--- src/rtl/multicycle_control_fsm.sv ---
// Multi-cycle RV32IM control unit: sequences FETCH/DECODE/EXEC/MEM/MULDIV/WB, handshakes with
// instruction/data memory and the mul/div unit, and raises precise traps.
module multicycle_control_fsm #(
  parameter bit          ENABLE_M    = 1'b1,
  parameter int unsigned MEM_TIMEOUT = 16,
  parameter int unsigned CNT_W       = 5
) (
  input  logic        i_clk,
  input  logic        i_rst,
  input  logic [31:0] i_instr,
  input  logic        i_imem_ack,
  input  logic        i_dmem_ack,
  input  logic [1:0]  i_addr_lo,
  input  logic        i_muldiv_done,
  output logic        o_imem_req,
  output logic        o_dmem_req,
  output logic        o_mem_we,
  output logic        o_ir_write,
  output logic        o_alu_src,
  output logic        o_mem_to_reg,
  output logic        o_is_csr,
  output logic        o_csr_en,
  output logic [1:0]  o_alu_op,
  output logic [2:0]  o_branch_type,
  output logic [1:0]  o_pc_sel,
  output logic        o_muldiv_start,
  output logic        o_reg_write,
  output logic        o_pc_write,
  output logic        o_trap_enter,
  output logic        o_trap_exit,
  output logic [31:0] o_exception_code,
  output logic        o_instr_retired
);

  localparam logic [6:0] OpLoad   = 7'b0000011;
  localparam logic [6:0] OpFence  = 7'b0001111;
  localparam logic [6:0] OpImm    = 7'b0010011;
  localparam logic [6:0] OpAuipc  = 7'b0010111;
  localparam logic [6:0] OpStore  = 7'b0100011;
  localparam logic [6:0] OpReg    = 7'b0110011;
  localparam logic [6:0] OpLui    = 7'b0110111;
  localparam logic [6:0] OpBranch = 7'b1100011;
  localparam logic [6:0] OpJalr   = 7'b1100111;
  localparam logic [6:0] OpJal    = 7'b1101111;
  localparam logic [6:0] OpSystem = 7'b1110011;

  typedef enum logic [2:0] {
    StFetch, StDecode, StExec, StMem, StMulDiv, StWb, StTrap, StMret
  } state_e;

  typedef struct packed {
    logic       alu_src;
    logic       mem_to_reg;
    logic       is_csr;
    logic       csr_en;
    logic [1:0] alu_op;
    logic [2:0] br_type;
    logic [1:0] size;
    logic       load;
    logic       store;
    logic       branch;
    logic       jal;
    logic       jalr;
    logic       muldiv;
  } ctrl_t;

  state_e            r_state, w_state_d;
  logic [CNT_W-1:0]  r_cnt;
  logic [31:0]       r_ir;
  ctrl_t             r_ctrl, w_dec;
  logic [31:0]       r_exc_code, w_exc_d;
  logic              r_md_started;
  logic              w_illegal, w_ecall, w_ebreak, w_mret;
  logic              w_timeout, w_misaligned;
  logic [6:0]        w_opcode, w_funct7;
  logic [2:0]        w_funct3;

  assign w_opcode  = r_ir[6:0];
  assign w_funct3  = r_ir[14:12];
  assign w_funct7  = r_ir[31:25];
  assign w_timeout = (r_cnt == CNT_W'(MEM_TIMEOUT - 1));
  assign w_misaligned = (r_ctrl.size == 2'b10 && i_addr_lo != 2'b00) ||
                        (r_ctrl.size == 2'b01 && i_addr_lo[0]);

  always_comb begin
    w_dec      = '0;
    w_illegal  = 1'b0;
    w_ecall    = 1'b0;
    w_ebreak   = 1'b0;
    w_mret     = 1'b0;
    w_dec.size = w_funct3[1:0];
    case (w_opcode)
      OpLoad: begin
        w_dec.alu_src    = 1'b1;
        w_dec.mem_to_reg = 1'b1;
        w_dec.load       = 1'b1;
        w_illegal        = (w_funct3 == 3'b011) || (w_funct3[2:1] == 2'b11);
      end
      OpStore: begin
        w_dec.alu_src = 1'b1;
        w_dec.store   = 1'b1;
        w_illegal     = w_funct3[2] || (w_funct3[1:0] == 2'b11);
      end
      OpImm: begin
        w_dec.alu_src = 1'b1;
        w_dec.alu_op  = 2'b10;
        w_illegal     = (w_funct3 == 3'b001 && w_funct7 != 7'b0000000) ||
                        (w_funct3 == 3'b101 && w_funct7 != 7'b0000000 && w_funct7 != 7'b0100000);
      end
      OpReg: begin
        w_dec.alu_op = 2'b10;
        if (w_funct7 == 7'b0000001) begin
          w_dec.muldiv = 1'b1;
          w_illegal    = !ENABLE_M;
        end else begin
          w_illegal = !(w_funct7 == 7'b0000000 ||
                        (w_funct7 == 7'b0100000 && (w_funct3 == 3'b000 || w_funct3 == 3'b101)));
        end
      end
      OpLui: begin
        w_dec.alu_src = 1'b1;
        w_dec.alu_op  = 2'b11;
      end
      OpAuipc: w_dec.alu_src = 1'b1;
      OpJal:   w_dec.jal = 1'b1;
      OpJalr: begin
        w_dec.alu_src = 1'b1;
        w_dec.jalr    = 1'b1;
        w_illegal     = (w_funct3 != 3'b000);
      end
      OpBranch: begin
        w_dec.alu_op = 2'b01;
        w_dec.branch = 1'b1;
        case (w_funct3)
          3'b000:  w_dec.br_type = 3'b000;
          3'b001:  w_dec.br_type = 3'b001;
          3'b100:  w_dec.br_type = 3'b010;
          3'b101:  w_dec.br_type = 3'b011;
          3'b110:  w_dec.br_type = 3'b100;
          3'b111:  w_dec.br_type = 3'b101;
          default: w_illegal = 1'b1;
        endcase
      end
      OpFence: ;
      OpSystem: begin
        if (r_ir == 32'h0000_0073) begin
          w_ecall = 1'b1;
        end else if (r_ir == 32'h0010_0073) begin
          w_ebreak = 1'b1;
        end else if (r_ir == 32'h3020_0073) begin
          w_mret = 1'b1;
        end else if (w_funct3 != 3'b000 && w_funct3 != 3'b100) begin
          w_dec.is_csr = 1'b1;
          // csrrs/csrrc with a zero source read the CSR without writing it
          w_dec.csr_en = (w_funct3[1:0] == 2'b01) || (r_ir[19:15] != 5'd0);
        end else begin
          w_illegal = 1'b1;
        end
      end
      default: w_illegal = 1'b1;
    endcase
  end

  always_comb begin
    w_state_d        = r_state;
    w_exc_d          = r_exc_code;
    o_imem_req       = 1'b0;
    o_dmem_req       = 1'b0;
    o_mem_we         = 1'b0;
    o_ir_write       = 1'b0;
    o_alu_src        = 1'b0;
    o_mem_to_reg     = 1'b0;
    o_is_csr         = 1'b0;
    o_csr_en         = 1'b0;
    o_alu_op         = 2'b00;
    o_branch_type    = 3'b000;
    o_pc_sel         = 2'b00;
    o_muldiv_start   = 1'b0;
    o_reg_write      = 1'b0;
    o_pc_write       = 1'b0;
    o_trap_enter     = 1'b0;
    o_trap_exit      = 1'b0;
    o_exception_code = 32'd0;
    o_instr_retired  = 1'b0;
    case (r_state)
      StFetch: begin
        o_imem_req = 1'b1;
        if (i_imem_ack) begin
          o_ir_write = 1'b1;
          w_state_d  = StDecode;
        end else if (w_timeout) begin
          w_state_d = StTrap;
          w_exc_d   = 32'd1;
        end
      end
      StDecode: begin
        w_state_d = StExec;
        if (w_illegal) begin
          w_state_d = StTrap;
          w_exc_d   = 32'd2;
        end else if (w_ecall) begin
          w_state_d = StTrap;
          w_exc_d   = 32'd11;
        end else if (w_ebreak) begin
          w_state_d = StTrap;
          w_exc_d   = 32'd3;
        end else if (w_mret) begin
          w_state_d = StMret;
        end
      end
      StExec: begin
        if (r_ctrl.load || r_ctrl.store) begin
          if (w_misaligned) begin
            w_state_d = StTrap;
            w_exc_d   = r_ctrl.store ? 32'd6 : 32'd4;
          end else begin
            w_state_d = StMem;
          end
        end else if (r_ctrl.muldiv) begin
          w_state_d = StMulDiv;
        end else begin
          w_state_d = StWb;
        end
      end
      StMem: begin
        o_dmem_req = 1'b1;
        o_mem_we   = r_ctrl.store;
        // an ack arriving on the last allowed cycle still completes the access
        if (i_dmem_ack) begin
          w_state_d = StWb;
        end else if (w_timeout) begin
          w_state_d = StTrap;
          w_exc_d   = r_ctrl.store ? 32'd7 : 32'd5;
        end
      end
      StMulDiv: begin
        o_muldiv_start = !r_md_started;
        if (i_muldiv_done) w_state_d = StWb;
      end
      StWb: begin
        o_pc_write      = 1'b1;
        o_instr_retired = 1'b1;
        o_reg_write     = !(r_ctrl.store || r_ctrl.branch);
        o_pc_sel        = (r_ctrl.branch || r_ctrl.jal) ? 2'b01 :
                          r_ctrl.jalr ? 2'b10 : 2'b00;
        w_state_d       = StFetch;
      end
      StTrap: begin
        o_trap_enter     = 1'b1;
        o_exception_code = r_exc_code;
        o_pc_write       = 1'b1;
        o_pc_sel         = 2'b11;
        w_state_d        = StFetch;
      end
      StMret: begin
        o_trap_exit     = 1'b1;
        o_pc_write      = 1'b1;
        o_pc_sel        = 2'b11;
        o_instr_retired = 1'b1;
        w_state_d       = StFetch;
      end
      default: w_state_d = StFetch;
    endcase

    if (r_state == StDecode) begin
      o_alu_src     = w_dec.alu_src;
      o_mem_to_reg  = w_dec.mem_to_reg;
      o_is_csr      = w_dec.is_csr;
      o_csr_en      = w_dec.csr_en;
      o_alu_op      = w_dec.alu_op;
      o_branch_type = w_dec.br_type;
    end else if (r_state == StExec || r_state == StMem || r_state == StMulDiv ||
                 r_state == StWb) begin
      o_alu_src     = r_ctrl.alu_src;
      o_mem_to_reg  = r_ctrl.mem_to_reg;
      o_is_csr      = r_ctrl.is_csr;
      o_csr_en      = r_ctrl.csr_en;
      o_alu_op      = r_ctrl.alu_op;
      o_branch_type = r_ctrl.br_type;
    end

    // Reset silences every output in the same cycle, not just from the next edge
    if (i_rst) begin
      w_state_d        = StFetch;
      o_imem_req       = 1'b0;
      o_dmem_req       = 1'b0;
      o_mem_we         = 1'b0;
      o_ir_write       = 1'b0;
      o_alu_src        = 1'b0;
      o_mem_to_reg     = 1'b0;
      o_is_csr         = 1'b0;
      o_csr_en         = 1'b0;
      o_alu_op         = 2'b00;
      o_branch_type    = 3'b000;
      o_pc_sel         = 2'b00;
      o_muldiv_start   = 1'b0;
      o_reg_write      = 1'b0;
      o_pc_write       = 1'b0;
      o_trap_enter     = 1'b0;
      o_trap_exit      = 1'b0;
      o_exception_code = 32'd0;
      o_instr_retired  = 1'b0;
    end
  end

  always_ff @(posedge i_clk) begin
    if (i_rst) begin
      r_state      <= StFetch;
      r_cnt        <= '0;
      r_ir         <= '0;
      r_ctrl       <= '0;
      r_exc_code   <= '0;
      r_md_started <= 1'b0;
    end else begin
      r_state <= w_state_d;
      // Counts consecutive wait cycles; any state entry clears it
      r_cnt   <= (w_state_d == r_state && (r_state == StFetch || r_state == StMem)) ?
                 r_cnt + 1'b1 : '0;
      if (r_state == StFetch && i_imem_ack) r_ir <= i_instr;
      if (r_state == StDecode) r_ctrl <= w_dec;
      r_exc_code   <= w_exc_d;
      r_md_started <= (r_state == StMulDiv);
    end
  end

endmodule
--- config.mk ---
export PLATFORM = sky130hd
export DESIGN_NAME = multicycle_control_fsm
export DESIGN_NICKNAME = d
export VERILOG_FILES = /design/src/rtl/multicycle_control_fsm.sv
export SDC_FILE = /design/constraint.sdc
export NUM_CORES = 1
export LEC_CHECK = 0
export CELL_PAD_IN_SITES_DETAIL_PLACEMENT = 1
export CELL_PAD_IN_SITES_GLOBAL_PLACEMENT = 1
export CORE_ASPECT_RATIO = 0.75
export CORE_UTILIZATION = 38
export DETAILED_ROUTE_END_ITERATION = 10
export PLACE_DENSITY_LB_ADDON = 0.1
export SETUP_SLACK_MARGIN = 0.5
export SYNTH_ARGS = -nofsm -noshare
export SYNTH_HDL_FRONTEND = slang
export SYNTH_SLANG_ARGS = --single-unit
--- constraint.sdc ---
create_clock -name i_clk -period 5.1 [get_ports i_clk]
set_clock_uncertainty 0.2 [all_clocks]
set_input_delay 1.02 -clock i_clk [delete_from_list [all_inputs] [get_ports i_clk]]
set_output_delay 1.02 -clock i_clk [all_outputs]
set_load 0.05 [all_outputs]
### Word-level counts from Yosys, hierarchy flattened

Cells that the tools add are included.

| storage, ports and cells | value |
|---|---|
| register bits after elaboration | 89 |
| latch bits | 0 |
| RAM bits | 0 |
| memory bits (read-only) | 0 |
| output and inout port bits | 53 |
| logic and storage cells | 209 |
| memories | 0 |

| operators by class | value |
|---|---|
| $add $sub $neg | 1 |
| multiply operators | 0 |
| div/mod/pow operators | 0 |
| $lt $le $gt $ge | 0 |
| equal/unequal tests | 45 |
| shift operators | 0 |
| muxes and demuxes | 102 |
| bitwise logic cells | 1 |
| reductions and logical operators | 43 |

Operators by type and width:

| cell | number |
|---|---|
| 2-to-1 mux 32 bit | 11 |
| one-hot mux 32 bit (4 select lines) | 1 |
| 2-to-1 mux 1 bit | 57 |
| 2-to-1 mux 3 bit | 15 |
| == test 32 x 21 -> 1 bit (second input constant) | 1 |
| == test 32 x 30 -> 1 bit (second input constant) | 1 |
| == test 32 x 7 -> 1 bit (second input constant) | 1 |
| == test 7 x 6 -> 1 bit (second input constant) | 4 |
| == test 7 bit (second input constant) | 4 |
| 2-to-1 mux 2 bit | 13 |
| == test 3 bit (second input constant) | 8 |
| one-hot mux 3 bit (6 select lines) | 1 |
| one-hot mux 3 bit (5 select lines) | 1 |
| == test 7 x 5 -> 1 bit (second input constant) | 2 |
| logical OR 1 bit | 14 |
| != test 2 bit (second input constant) | 6 |
| OR reduction 6 bit | 2 |
| == test 3 x 2 -> 1 bit (second input constant) | 3 |
| logical AND 1 bit | 9 |
| one-hot mux 1 bit (8 select lines) | 1 |
| AND reduction 8 bit | 1 |
| OR reduction 2 bit | 4 |
| == test 7 x 1 -> 1 bit (second input constant) | 1 |
| == test 7 x 2 -> 1 bit (second input constant) | 1 |
| other kinds (23) | 30 |

### Logic depth before layout (Yosys ltp)

| logic depth | value |
|---|---|
| depth after elaboration | 15 |
| gate-level depth with buffers | 9 |
| depth with buffers taken out | 9 |

### Worst setup path before layout

Ideal clock, no wire load.

| timing path | value |
|---|---|
| kind | input to output |
| start | input i_rst |
| end | output o_reg_write |
| data arrival time | 3.247 ns |
| required time | 3.880 ns |
| path slack | 0.633 ns |
| stages on the path | 3 |
| path buffers | 0 |
| path through | nor2b_1 and2_1 nor4b_1 |

| between the ends | value |
|---|---|
| cells in the longest elaborated chain, start to end | 1 |

RTL lines:

| what | line | text |
|---|---|---|
| from (decl) | 9 | `input logic i_rst,` |
| 2-to-1 mux 1 bit | 283 | `if (i_rst) begin` |
| to (decl) | 27 | `output logic o_reg_write,` |

Every way passes these cells.

### Worst setup path in the final report

| timing path | value |
|---|---|
| start | register r_state[0] |
| end | output o_branch_type[0] |

| between the ends | value |
|---|---|
| cells in the longest elaborated chain, start to end | 7 |

RTL lines:

| what | line | text |
|---|---|---|
| from (decl) | 67 | `state_e r_state, w_state_d;` |
| from (signal assigned) | 308 | `r_state <= StFetch;` |
| from (signal assigned) | 315 | `r_state <= w_state_d;` |
| == test 3 x 2 -> 1 bit | 272 | `end else if (r_state == StExec \|\| r_state == StMem \|\| r_state == StMulDiv \|\|` |
| logical OR 1 bit (3 in a row) | 272 |  |
| 2-to-1 mux 3 bit | 272 |  |
| 2-to-1 mux 3 bit (*) | 265 | `if (r_state == StDecode) begin` |
| 2-to-1 mux 3 bit (*) | 283 |  |
| to (decl) | 24 | `output logic [2:0] o_branch_type,` |

Every way passes the cells marked *; elsewhere a longest branch is shown, timed or not.

==> results.md <==
- Dpl cells: 516
- Reg2reg setup slack: 2.46 ns
- Most common cell after layout, fill and taps aside: dfxtp_1
- Final estimated routing congestion in global placement: 0.830
- Worst Setup Start Kind: register
- Pin count of the biggest net entering global routing: 34
- Met2 usage: 35.1%
- FP Rows: 28
- Worst skew pair latency: 0.34 ns
- Routed WL: 9030 um
- Sequential Power Share: 39.6%
- Tmin final: 4.31 ns
- Drt wl/cell: 17.0 um
- Setup TNS: 0 ns
- Status: completed
- GRT met1 Usage: 30.5%
- Combinational group share of total power: 24.1%
- Initial detailed-routing violation count: 107
- Sequential fraction of the synthesis area: 38.4%
- Internal power: 0.00103 W
- First-pass GRT wire length: 14700 um
- Remaining Overflow, GRT: 0
- Filler instances: 951
- WHS Endpoint: r_cnt[0]
- Gate Count Post-Synth: 369
- Quantity of I/O buffers inserted on ports: 63
- Post-synth EDFFs: 0
- Most frequent cells in the layout: dfxtp_1 (61), clkdlybuf4s50_1 (54), nand2_1 (32), nor2_1 (32), a22o_1 (31)
- FF+latch count, synth: 61
- Post-route ant nets: 0
- Maxcap violations: 0
- Die height: 81.2 um
- Initial antenna violation count: 0
- GRT busiest layer: met2
- Syn-to-layout area delta: 27.6%
- Worst endpoint required time: 3.88 ns
- Net switching power: 0.000490 W
- Num CTS Buffers: 9
- Largest fanout on the critical path: 23
- Max clock buf depth: 2
- Final Hold Fails: 0
- Clk network pwr share: 36.3%
- RR Startpoint: r_ir[2]
- Die extent in x: 108 um
- Post-CTS Setup Bufs: 0
- Syn avg cell area: 8.62 sq um
- Initial Utilization: 39.8%
- R2R depth: 6
- Root buffer cell: clkbuf_8
- Area of the core: 0.00799 sq mm
- Critical Path AT: 3.09 ns
- Critical path class: register to primary output
- DR vias: 2846
- FF-to-FF End: r_exc_code[0]
- Final nets: 463
- Cts repair resizes: 0
- Worst-Margin Slew: 0.802 ns
- Synth Cell Area: 0.00318 sq mm
- CP Capture Type: primary output
- Final setup fails: 0
- 1st-pass router iterations: 4
- H-tree levels: 3
- Post-DP HPWL: 6590 um
- PwrDens: 375 mW/mm^2
- GRT Util Overall: 22.3%
- Non-filler cells, final: 532
- RSZ-0062 raised after global routing: no
- Worst Hold Launch: r_cnt[0]
- Switching portion of total power: 32.2%
- CTS sink count: 61
- Slew HR: 46.6%
- Peak VDD IR: 157 uV
- Achievable Freq: 232 MHz
- CTS tree: done
- Warnings from Yosys: 0
- Hold path depth: 1
- Antenna diode count: 0
- Synth async-reset ratio: 0%
- Fin crit share: 84.5%
- Synth cell types: 65
- Vias per cell: 5.35
- Routing usage on met3: 4.65%
- Leakage power: 1.53 nW
- Remaining DRCs: 0
- I/O Pins: 92
- Most used DFF post-synth: dfxtp_1
- HP Class: register to register
- Vias in the first global route: 2807
- Reg clk slew, reported paths: 0.07 ns
- Cts hold-fix bufs: 0
- Fin util: 50.8%
- DIE AREA: 0.00875 sq mm
- Share of cells above drive strength 1: 11.5%
- Max Slew Vio Count: 0
## per-layer routing
metal	part of all wire (%)	up-vias
met1	50	1382
met2	45	73
met3	3.6	9
li1	-	1382
met4	0.91	0
met5	0	-
## how the worst max path moves through the flow
stage	startpoint	to	slack, ns	depth (start not counted)
after floorplan	i_rst	o_reg_write	0.63	3
after global placement	i_rst	o_trap_exit	0.88	5
after detailed placement	i_rst	o_trap_exit	0.85	5
after CTS	r_state[0]	o_branch_type[0]	0.82	6
after global routing	r_state[0]	o_branch_type[0]	0.55	6
final	r_state[0]	o_branch_type[0]	0.79	6
## state kept, by name, summed over array words and instances, names as in the netlist
| signal | flops |
|---|---|
| r_ctrl | 16 |
| r_md_started | 1 |
| r_cnt | 5 |
| r_exc_code | 4 |
| r_state | 3 |
| r_ir | 32 |
## power by group through the flow
stage | Combinational (W) | Clock (W) | Sequential (W)
5_1_grt | 0.000402 | 0.000589 | 0.000611
4_1_cts | 0.000369 | 0.000567 | 0.000600
3_3_place_gp | 0.000359 | 0 | 0.000608
3_5_place_dp | 0.000365 | 0 | 0.000610
6_report | 0.000368 | 0.000553 | 0.000603
2_1_floorplan | 0.000318 | 0 | 0.000559
## cell type report
type	count	area, sq um	area share [%]
repair buffers	67	701	17.3
flip-flops and latches	61	1220	30.1
inverters	6	22.5	0.555
multi-input cells	277	1720	42.5
clock buffers	13	169	4.16
well taps	105	131	3.24
clock inverters	3	90.1	2.22
## critical path, cell delays in order, from the launching register on
cell and delay, ns:
dfxtp_1 0.80, and3_1 0.39, nand2_1 0.08, nor2_1 0.30, nand3_1 0.17, a21oi_1 0.19, clkdlybuf4s50_1 0.82
## synth_stat cells (4+ instances only)
cell | instances | area share, %
nand3_1 | 12 | 1.9
dfxtp_1 | 61 | 38
and2_1 | 6 | 1.2
nand2_1 | 32 | 3.8
buf_4 | 29 | 6.8
a22o_1 | 31 | 8.5
nor2_1 | 32 | 3.8
inv_1 | 6 | 0.71
nor2b_1 | 7 | 1.4
nor4_1 | 4 | 0.79
a211oi_1 | 4 | 0.94
a21oi_1 | 27 | 4.2
nor3_1 | 11 | 1.7
and3_1 | 4 | 0.79
nand2b_1 | 7 | 1.4
nand4_1 | 5 | 0.98
o21ai_0 | 7 | 1.1
clkbuf_1 | 15 | 1.8
buf_2 | 6 | 0.94
## logic make-up (layout without fill, tap and decap cells)
kind of cell | count (synthesis) | after routing | synth area share, %
flops | 61 | 61 | 38.4
other cells | 1 | 28 | 0.118
buf+inv | 58 | 89 | 10.7
simple gates | 142 | 142 | 24.2
compound gates | 94 | 94 | 22.4
mux | 6 | 6 | 2.01
fa+ha+maj | 2 | 2 | 0.786
xor+xnor | 5 | 5 | 1.38
## stage by stage
stage          hold slack, ns  setup WS (ns)  total power (W)  instance area, sq um
5_1_grt                 0.274          0.551          0.00160                  4060
3_3_place_gp            0.234          0.883         0.000967                  3800
2_1_floorplan           0.218          0.633         0.000878                  3280
6_report                0.257          0.789          0.00152                  4060
3_5_place_dp            0.243          0.846         0.000975                  3800
4_1_cts                 0.257          0.821          0.00154                  4060
Note: power is estimated with default switching activity, not from simulation.
